## config.mk

```make
export PLATFORM = sky130hd
export DESIGN_NAME = gate_truth_table_gen
export DESIGN_NICKNAME = d
export VERILOG_FILES = /design/src/rtl/gate_truth_table_gen.sv
export SDC_FILE = /design/constraint.sdc
export NUM_CORES = 1
export LEC_CHECK = 0
export ABC_AREA = 1
export BUFFER_PORTS_ARGS = -buffer_cell sky130_fd_sc_hd__buf_4
export CAP_MARGIN = 5
export CELL_PAD_IN_SITES_DETAIL_PLACEMENT = 1
export CELL_PAD_IN_SITES_GLOBAL_PLACEMENT = 2
export CORE_MARGIN = 4
export CORE_UTILIZATION = 28
export DETAILED_ROUTE_END_ITERATION = 8
export GPL_ROUTABILITY_DRIVEN = 0
export GPL_TIMING_DRIVEN = 0
export HOLD_SLACK_MARGIN = 0.02
export PLACE_DENSITY_LB_ADDON = 0.3
export SYNTH_ARGS = -nofsm -noshare
export SYNTH_HDL_FRONTEND = slang
export SYNTH_SLANG_ARGS = --single-unit
```

## constraint.sdc

```tcl
create_clock -name clk -period 1.7 [get_ports clk]
set_input_delay 0 -clock clk [delete_from_list [all_inputs] [get_ports clk]]
set_output_delay 0 -clock clk [all_outputs]
set_load 0.01 [all_outputs]
```

## src/rtl/gate_truth_table_gen.sv

```systemverilog
// rtl/gate_truth_table_gen.sv - sweeps every input combination of a selectable gate and captures its truth table
module gate_truth_table_gen #(
    parameter int N_IN = 2
) (
    input  logic                 clk,
    input  logic                 rst,
    input  logic                 start,
    input  logic                 abort,
    input  logic [2:0]           mode,
    output logic [N_IN-1:0]      vec,
    output logic                 y,
    output logic [2**N_IN-1:0]   table_out,
    output logic                 busy,
    output logic                 done,
    output logic                 err
);

    localparam logic [N_IN-1:0] VEC_LAST = {N_IN{1'b1}};
    localparam logic [N_IN-1:0] VEC_ONE  = {{(N_IN-1){1'b0}}, 1'b1};

    localparam logic [2:0] MODE_AND     = 3'b000;
    localparam logic [2:0] MODE_OR      = 3'b001;
    localparam logic [2:0] MODE_NAND    = 3'b010;
    localparam logic [2:0] MODE_NOR     = 3'b011;
    localparam logic [2:0] MODE_XOR     = 3'b100;
    localparam logic [2:0] MODE_XNOR    = 3'b101;
    localparam logic [2:0] MODE_NOT     = 3'b110;
    localparam logic [2:0] MODE_ILLEGAL = 3'b111;

    typedef enum logic [1:0] {
        IDLE = 2'd0,
        RUN  = 2'd1,
        DONE = 2'd2
    } state_t;

    state_t     state;
    state_t     state_next;
    logic [2:0] mode_q;
    logic       start_req;
    logic       accept;
    logic       reject;

    // abort outranks start in IDLE: a simultaneous abort yields neither a run nor an error
    assign start_req = (state == IDLE) && start && !abort;
    assign accept    = start_req && (mode != MODE_ILLEGAL);
    assign reject    = start_req && (mode == MODE_ILLEGAL);

    assign busy = (state == RUN);
    assign done = (state == DONE);

    // gate evaluation uses only the mode latched at acceptance, so mode may change freely during a run
    always_comb begin
        y = 1'b0;
        case (mode_q)
            MODE_AND:  y = &vec;
            MODE_OR:   y = |vec;
            MODE_NAND: y = ~&vec;
            MODE_NOR:  y = ~|vec;
            MODE_XOR:  y = ^vec;
            MODE_XNOR: y = ~^vec;
            MODE_NOT:  y = ~vec[0];
            default:   y = 1'b0;
        endcase
    end

    // state register
    always_ff @(posedge clk or posedge rst) begin
        if (rst) begin
            state <= IDLE;
        end else begin
            state <= state_next;
        end
    end

    // next-state logic; the last combination of the sweep hands over to the single DONE cycle
    always_comb begin
        state_next = state;
        case (state)
            IDLE: begin
                if (accept) begin
                    state_next = RUN;
                end
            end
            RUN: begin
                if (abort) begin
                    state_next = IDLE;
                end else if (vec == VEC_LAST) begin
                    state_next = DONE;
                end
            end
            DONE: begin
                state_next = IDLE;
            end
            default: begin
                state_next = IDLE;
            end
        endcase
    end

    // sweep datapath: capture y at the current vec, then step vec (wraps to 0 naturally after the last entry)
    always_ff @(posedge clk or posedge rst) begin
        if (rst) begin
            mode_q    <= MODE_AND;
            vec       <= '0;
            table_out <= '0;
        end else if (accept) begin
            mode_q    <= mode;
            vec       <= '0;
            table_out <= '0;
        end else if (state == RUN) begin
            if (abort) begin
                vec       <= '0;
                table_out <= '0;
            end else begin
                table_out[vec] <= y;
                vec            <= vec + VEC_ONE;
            end
        end
    end

    // one-cycle error pulse for a start carrying the illegal mode
    always_ff @(posedge clk or posedge rst) begin
        if (rst) begin
            err <= 1'b0;
        end else begin
            err <= reject;
        end
    end

endmodule

```

==> PnR_summary.wiki, run 1 <==
{| class="wikitable"
! Metric !! Value
|-
| Run status || complete, no violations
|-
| Total of fill cells in the finished design || 289
|-
| Cell family with the largest share of critical-path delay || flip-flops
|-
| Simple-gate share of the synthesized area || between 30 and 40%
|-
| Worst rel slew slack || between 60% and 70%
|-
| Total global routing track utilization || 11.39%
|-
| Kind of capture point of the worst setup path || primary output
|-
| Total gr overflow || 0
|-
| Total number of placement rows || 17
|-
| Half-perimeter wire length after placement || 1273 um
|-
| Placed standard-cell area || 847.1 um^2
|-
| Clk buf depth || 2
|-
| Final worst-path cycle share || 91.59%
|-
| Worst hold path class || in2reg
|-
| Multiplexer share of the synthesized area || 0%
|-
| Worst Setup Path Type || reg2out
|-
| Final Slew Violations || 0
|-
| First-pass GRT wire length || about 2900 um
|-
| Global Route met2 Usage || 17.74%
|-
| CP Max Fanout || 4
|-
| Vias in the first global route || 639
|-
| Max-capacitance violation count || 0
|-
| Number of setup violations in the final report || 0
|-
| H-Tree Level Count || 1
|-
| Largest net degree at the start of global routing || 13
|-
| Share of layout cells above drive strength 1 || 30.43%
|-
| Cell chosen for the clock root || sky130_fd_sc_hd__clkbuf_4
|-
| Fmax || 642.2 MHz
|-
| Post-synthesis cell type count || 18
|-
| Synthesis-to-finish area growth || 35.44%
|-
| Post-route cell area || around 940 um^2
|-
| Startpoint types || flip-flop
|-
| Crit path max-delay cell type || sky130_fd_sc_hd__dfrtp_1
|-
| Mapped Cells || 90
|-
| Total via count in the routed design || 623
|-
| Clock transition at the registers of the reported paths || 70 ps
|-
| Most frequent cells in the layout || 23 x sky130_fd_sc_hd__nand2_1, 18 x sky130_fd_sc_hd__buf_4, 13 x sky130_fd_sc_hd__nor2_1
|-
| Data arrival time of the critical path || about 1600 ps
|-
| List of cells traversed by the critical path || ha_1, inv_1, nand2_1, nand3_1, nand2_1, nand2_1, nand2_2, buf_4
|-
| Area share of xor/xnor cells in the synthesized design || 0%
|-
| Synth Area in Adders || 7.233%
|-
| Count of buffer and inverter cells on the critical path || 2
|-
| Mapped cell area || 691.9 um^2
|-
| Mean area per synthesized cell || 7.688 um^2
|-
| Post-Layout Cell Count || 143
|-
| Via density per instance || 4.357
|-
| # clock sinks || 12
|-
| Minimum period implied by the final worst setup slack || 1557 ps
|-
| DRC violation total after the first TritonRoute iteration || 5
|-
| Post-synthesis compound-gate area fraction || 7.595%
|-
| Most common cell after layout, fill and taps aside || sky130_fd_sc_hd__nand2_1
|-
| Crit path required time || 1700 ps
|-
| Total Routed Length || 1612 um
|-
| Width of the chip || 57.71 um
|-
| Transition time at the pin with the least slew margin || around 480 ps
|-
| Placeable core area || 2276 um^2
|-
| Average wire per cell in the routed design || 11.27 um
|-
| Setup Skew || approximately 2.8 ps
|-
| Setup repair after global routing missed its margin || false
|-
| Worst skew pair latency || 270 ps
|-
| CTS buffer count || 3
|-
| Fraction of met3 tracks used by global routing || 2.895%
|-
| Ports || 17
|-
| Diode insertion count for antenna repair || 0
|-
| Number of nets with antenna violations after routing || 0
|-
| Accumulated negative setup slack || 0 ps
|-
| Count of buffers from port buffering || 16
|-
| Cell Pwr Density || around 1200 nW/um^2
|-
| Die span in y || 57.71 um
|-
| CTS tree || yes
|-
| Post-synthesis register bit count || 12
|-
| CP max stage delay || approximately 430 ps
|-
| Initial antenna violation count || 0
|-
| Most frequent cell on the critical path || sky130_fd_sc_hd__nand2_1
|-
| Post-Route Utilization || 41.18%
|-
| Final routed DRC violation total || 0
|-
| Placed Cells incl. Taps || between 100 and 150
|-
| Yosys warning count || 0
|-
| VDD IR-drop max || 595.8 uV
|-
| Lkg Pwr || 0.5128 nW
|-
| M1 GR Usage || 14.85%
|-
| Post-Syn Nets || 101
|-
| Sequential share of the synthesized area || a little over two fifths
|-
| GRT Max-Usage Layer || met2
|-
| Die ar. || ~3300 um^2
|-
| Initial core utilization || 30.40%
|-
| Net count reported at finish || 128
|-
| Fin. Hold Viols || 0
|-
| Main combinational cell family by area after synthesis || simple AND/OR/NAND/NOR gates
|-
| Detailed-routing iteration count for the pre-antenna-repair pass || 4
|}
worst reg2reg max path: stages (launching register included):
cell and delay, ps:
sky130_fd_sc_hd__dfrtp_1 430, sky130_fd_sc_hd__ha_1 300, sky130_fd_sc_hd__inv_1 110, sky130_fd_sc_hd__nand2_1 60
sky130_fd_sc_hd__nand3_1 60, sky130_fd_sc_hd__nand2_1 50, sky130_fd_sc_hd__nand2_1 70, sky130_fd_sc_hd__nand2_2 70
sky130_fd_sc_hd__buf_4 140, sky130_fd_sc_hd__nor2_1 80, sky130_fd_sc_hd__nor2_1 50
state kept, by name, summed over array words and instances, names as in the netlist:
register,flops
err,1
table_out,4
vec,2
mode_q,3
state,2
worst paths after layout:
kind                                        from                       end  slack, ps  cells after the start
max in group asynchronous                    rst        vec[0]$_DFFE_PP0P_       1070                      3
min in group asynchronous                    rst      state[0]$_DFFE_PP0P_        300                      3
setup / recovery              vec[0]$_DFFE_PP0P_                         y        140                      8
setup reg to reg              vec[0]$_DFFE_PP0P_  table_out[2]$_DFFE_PP0P_        180                     10
hold / removal                             abort  table_out[0]$_DFFE_PP0P_         50                      4
hold reg to reg            mode_q[0]$_DFFE_PP0P_     mode_q[0]$_DFFE_PP0P_        550                      2
cells in the mapped netlist, drive strengths merged:
library cell   n  area (um^2)
nand2         26        110.1
inv           17        63.81
nor2          15        61.31
dfrtp         12        300.3
nand3          6        47.55
a21oi          5        25.02
ha             4        50.05
o21ai          2        10.00
a21boi         1        11.26
o22ai          1        6.260
or2            1        6.260
area by class of cell:
class / instances / area (um^2) / area share [%]
Inverter: 17 / 63.81 / 6.809
Multi-Input combinational cell: 61 / 340.3 / 36.32
Sequential cell: 12 / 300.3 / 32.04
Timing Repair Buffer: 22 / 175.2 / 18.69
Clock buffer: 3 / 22.52 / 2.403
Tap cell: 28 / 35.03 / 3.738
routing by layer:
metal | routed length (um) | up-vias | part of all wire (%)
met3 | 71 | 0 | 4.4
met2 | 778 | 11 | 48
met5 | 0 | - | 0
met1 | 761 | 285 | 47
met4 | 0 | 0 | 0
li1 | - | 327 | -
per-stage QoR:
step / hold slack (ps) / total power, mW / setup WS (ps)
floorplan: -135.3 / 0.7087 / 264.8
finish: 46.13 / 1.124 / 142.9
CTS: 40.01 / 1.102 / 23.08
detailed placement: 66.25 / 0.8991 / 157.1
global route: 51.28 / 1.242 / 20.34
global placement: 67.28 / 0.8873 / 162.2
cell families (layout without fill, tap and decap cells):
group | Yosys count | after routing
fa+ha+maj | 4 | 4
buf+inv | 17 | 42
compound gates | 9 | 9
simple gates | 48 | 48
flops | 12 | 12
power by group:
part           switching, mW  internal, mW
logic                  0.292         0.251
clock network         0.0906        0.0820
registers             0.0549         0.354
repair_timing:
| item | in CTS | in global routing |
|---|---|---|
| hold endpoints to repair | 16 | 0 |
| setup endpoints to repair | 1 | 1 |
| pin swaps | 0 | 1 |
| setup buffers | 1 | 1 |
| hold buffers | 4 | 0 |
| cloned | 0 | 0 |
| resized for setup | 1 | 3 |
Power figures use the tool's default switching activity.
==> inputs of run 2 (changes only) <==
- MAX_ROUTING_LAYER: unset -> met4
==> run 2 against run 1 <==
  * Final area is the same
  * Critical path depth is the same
  * Fmax grew 0.15%
  * Combinational power is essentially flat
  * Sequential share of layout area is the same
  * Flip-flop and latch count is the same
  * Count of clock-buffer cells in the layout is the same
  * Largest cell class unchanged
  * Highest routed layer is now met4
==> PnR_summary.wiki, run 2 (same netlist as run 1, synthesis figures left out) <==
{| class="wikitable"
! Metric !! Value
|-
| Run status || complete, no violations (unchanged)
|-
| Worst rel slew slack || 67.72% (about the same)
|-
| Die ar. || 3330 um^2 (unchanged)
|-
| Diode insertion count for antenna repair || 0 (unchanged)
|-
| DRC violation total after the first TritonRoute iteration || 5 (unchanged)
|-
| Total gr overflow || 0 (unchanged)
|-
| Cell chosen for the clock root || sky130_fd_sc_hd__clkbuf_4 (unchanged)
|-
| Ports || 17 (unchanged)
|-
| Transition time at the pin with the least slew margin || 483.6 ps (was 483.7 ps)
|-
| Max reg flops || 4 (unchanged)
|-
| Final routed DRC violation total || 0 (unchanged)
|-
| Setup Skew || 2.689 ps (was 2.843 ps)
|-
| CTS tree || yes (unchanged)
|-
| Clock transition at the registers of the reported paths || 70 ps (about the same)
|-
| Capturing point of the worst reg2reg path || table_out[2]$_DFFE_PP0P_ (unchanged)
|-
| Fmax || 643.2 MHz (was 642.2 MHz)
|-
| Top flop regs || table_out (4), mode_q (3) (unchanged)
|-
| Total number of placement rows || 17 (unchanged)
|-
| Worst hold path class || in2reg (unchanged)
|-
| CTS buffer count || 3 (unchanged)
|-
| Accumulated negative setup slack || 0 ps (unchanged)
|-
| Most frequent cells in the layout || 23 x sky130_fd_sc_hd__nand2_1, 18 x sky130_fd_sc_hd__buf_4, 13 x sky130_fd_sc_hd__nor2_1 (unchanged)
|-
| Width of the chip || 57.71 um (unchanged)
|-
| Pre-CTS worst setup slack || 157.1 ps (unchanged)
|-
| Half-perimeter wire length after placement || 1273 um (unchanged)
|-
| Fin. Hold Viols || 0 (unchanged)
|-
| Worst Setup Path Type || reg2out (unchanged)
|-
| Min-delay src || abort (unchanged)
|-
| Initial antenna violation count || 0 (unchanged)
|-
| Initial core utilization || 30.40% (unchanged)
|-
| Vias in the first global route || 638 (was 639)
|-
| Crit path required time || 1700 ps (about the same)
|-
| Minimum period implied by the final worst setup slack || 1555 ps (was 1557 ps)
|-
| Most common cell after layout, fill and taps aside || sky130_fd_sc_hd__nand2_1 (unchanged)
|-
| # clock sinks || 12 (unchanged)
|-
| First-pass GRT wire length || 2877 um (unchanged)
|-
| Max-capacitance violation count || 0 (unchanged)
|-
| Net count reported at finish || 128 (unchanged)
|-
| Worst Hold Path Cells || 4 (unchanged)
|-
| Lkg Pwr || 0.5128 nW (unchanged)
|-
| Detailed-routing iteration count for the pre-antenna-repair pass || 4 (unchanged)
|-
| WHS || 50.50 ps (was 46.13 ps)
|-
| Number of setup violations in the final report || 0 (unchanged)
|-
| Total Routed Length || 1605 um (was 1612 um)
|-
| Tot Pwr || 1.123 mW (was 1.124 mW)
|-
| Final worst-path cycle share || 91.45% (was 91.59%)
|-
| Worst skew pair latency || 270 ps (about the same)
|-
| Largest net degree at the start of global routing || 13 (unchanged)
|-
| Total global routing track utilization || 11.73% (was 11.39%)
|-
| Cell Pwr Density || 1198 nW/um^2 (was 1200 nW/um^2)
|-
| Clk buf depth || 2 (unchanged)
|-
| CP Max Fanout || 4 (unchanged)
|-
| Setup repair after global routing missed its margin || false (unchanged)
|-
| Die span in y || 57.71 um (unchanged)
|-
| Count of buffers from port buffering || 16 (unchanged)
|-
| Synthesis-to-finish area growth || 35.44% (unchanged)
|-
| Worst-case register-to-register setup slack || 170 ps (was 180 ps)
|-
| Worst Hold Path EP || table_out[0]$_DFFE_PP0P_ (unchanged)
|-
| H-Tree Level Count || 1 (unchanged)
|-
| Total via count in the routed design || 625 (was 623)
|-
| Final Worst Setup Slack || 145.3 ps (was 142.9 ps)
|-
| Startpoint types || flip-flop (unchanged)
|-
| Average wire per cell in the routed design || 11.22 um (was 11.27 um)
|-
| VDD IR-drop max || 590.0 uV (was 595.8 uV)
|-
| Share of layout cells above drive strength 1 || 30.43% (unchanged)
|-
| RR Startpoint || vec[0]$_DFFE_PP0P_ (unchanged)
|-
| Kind of capture point of the worst setup path || primary output (unchanged)
|-
| Register with the most flip-flops || table_out (unchanged)
|-
| Number of nets with antenna violations after routing || 0 (unchanged)
|-
| Final Slew Violations || 0 (unchanged)
|-
| Via density per instance || 4.371 (was 4.357)
|-
| R2R depth || 10 (unchanged)
|-
| Placeable core area || 2276 um^2 (unchanged)
|-
| Data arrival time of the critical path || 1550 ps (was 1560 ps)
|}
[run 2: cell counts in the layout (fill, tap and decap cells not counted)]
No cell type changed its count.
[run 2: layout make-up]
cell class              instances  area [um^2]
clock buffers                   3        22.52
inverters                      17        63.81
repair buffers                 22        175.2
flip-flops and latches         12        300.3
fillers                       289         1339
well taps                      28        35.03
multi-input cells              61        340.3
[run 2: metal layers]
layer / routed length (um) / GRT usage, %
met2: 772 / 17.74
met5: 0 / -
met1: 767 / 14.99
met3: 61 / 2.673
met4: 4 / 4.967
[run 2: stage by stage]
| stage | utilization (%) | instances | cell area, um^2 |
|---|---|---|---|
| finish | 41.18 | 143 | 937.1 |
| global route | 41.18 | 143 | 937.1 |
| CTS | 40.30 | 142 | 917.1 |
| detailed placement | 37.22 | 134 | 847.1 |
| global placement | 37.22 | 134 | 847.1 |
| floorplan | - | 90 | 691.9 |
[run 2: what timing repair did]
action | in CTS | in global routing
pin swaps | 0 | 1
hold endpoints to repair | 16 | 0
hold buffers | 4 | 0
gates resized for setup | 1 | 3
buffers inserted | 1 | 1
endpoints found under the setup margin | 1 | 1
[run 2: worst max path at each step]
stage | from | end | slack (ps) | cells after the start
floorplan | vec[0]$_DFFE_PP0P_ | table_out[0]$_DFFE_PP0P_ | 260 | 10
global placement | vec[0]$_DFFE_PP0P_ | table_out[2]$_DFFE_PP0P_ | 160 | 10
detailed placement | vec[0]$_DFFE_PP0P_ | table_out[0]$_DFFE_PP0P_ | 160 | 10
CTS | vec[0]$_DFFE_PP0P_ | y | 20 | 9
global route | vec[0]$_DFFE_PP0P_ | y | 20 | 8
finish | vec[0]$_DFFE_PP0P_ | y | 150 | 8
[run 2: worst max-delay path: stages (launching register included)]
cell and delay [ps]:
sky130_fd_sc_hd__dfrtp_1 430, sky130_fd_sc_hd__ha_1 300, sky130_fd_sc_hd__inv_1 100, sky130_fd_sc_hd__nand2_1 60, sky130_fd_sc_hd__nand3_1 60, sky130_fd_sc_hd__nand2_1 50
sky130_fd_sc_hd__nand2_1 70, sky130_fd_sc_hd__nand2_2 70, sky130_fd_sc_hd__buf_4 140
[run 2: power by group]
part           internal (mW)  switching (mW)  total [mW]
Clock                 0.0818          0.0882       0.170
Combinational          0.251           0.292       0.544
Sequential             0.354          0.0551       0.409
Total                  0.687           0.436        1.12
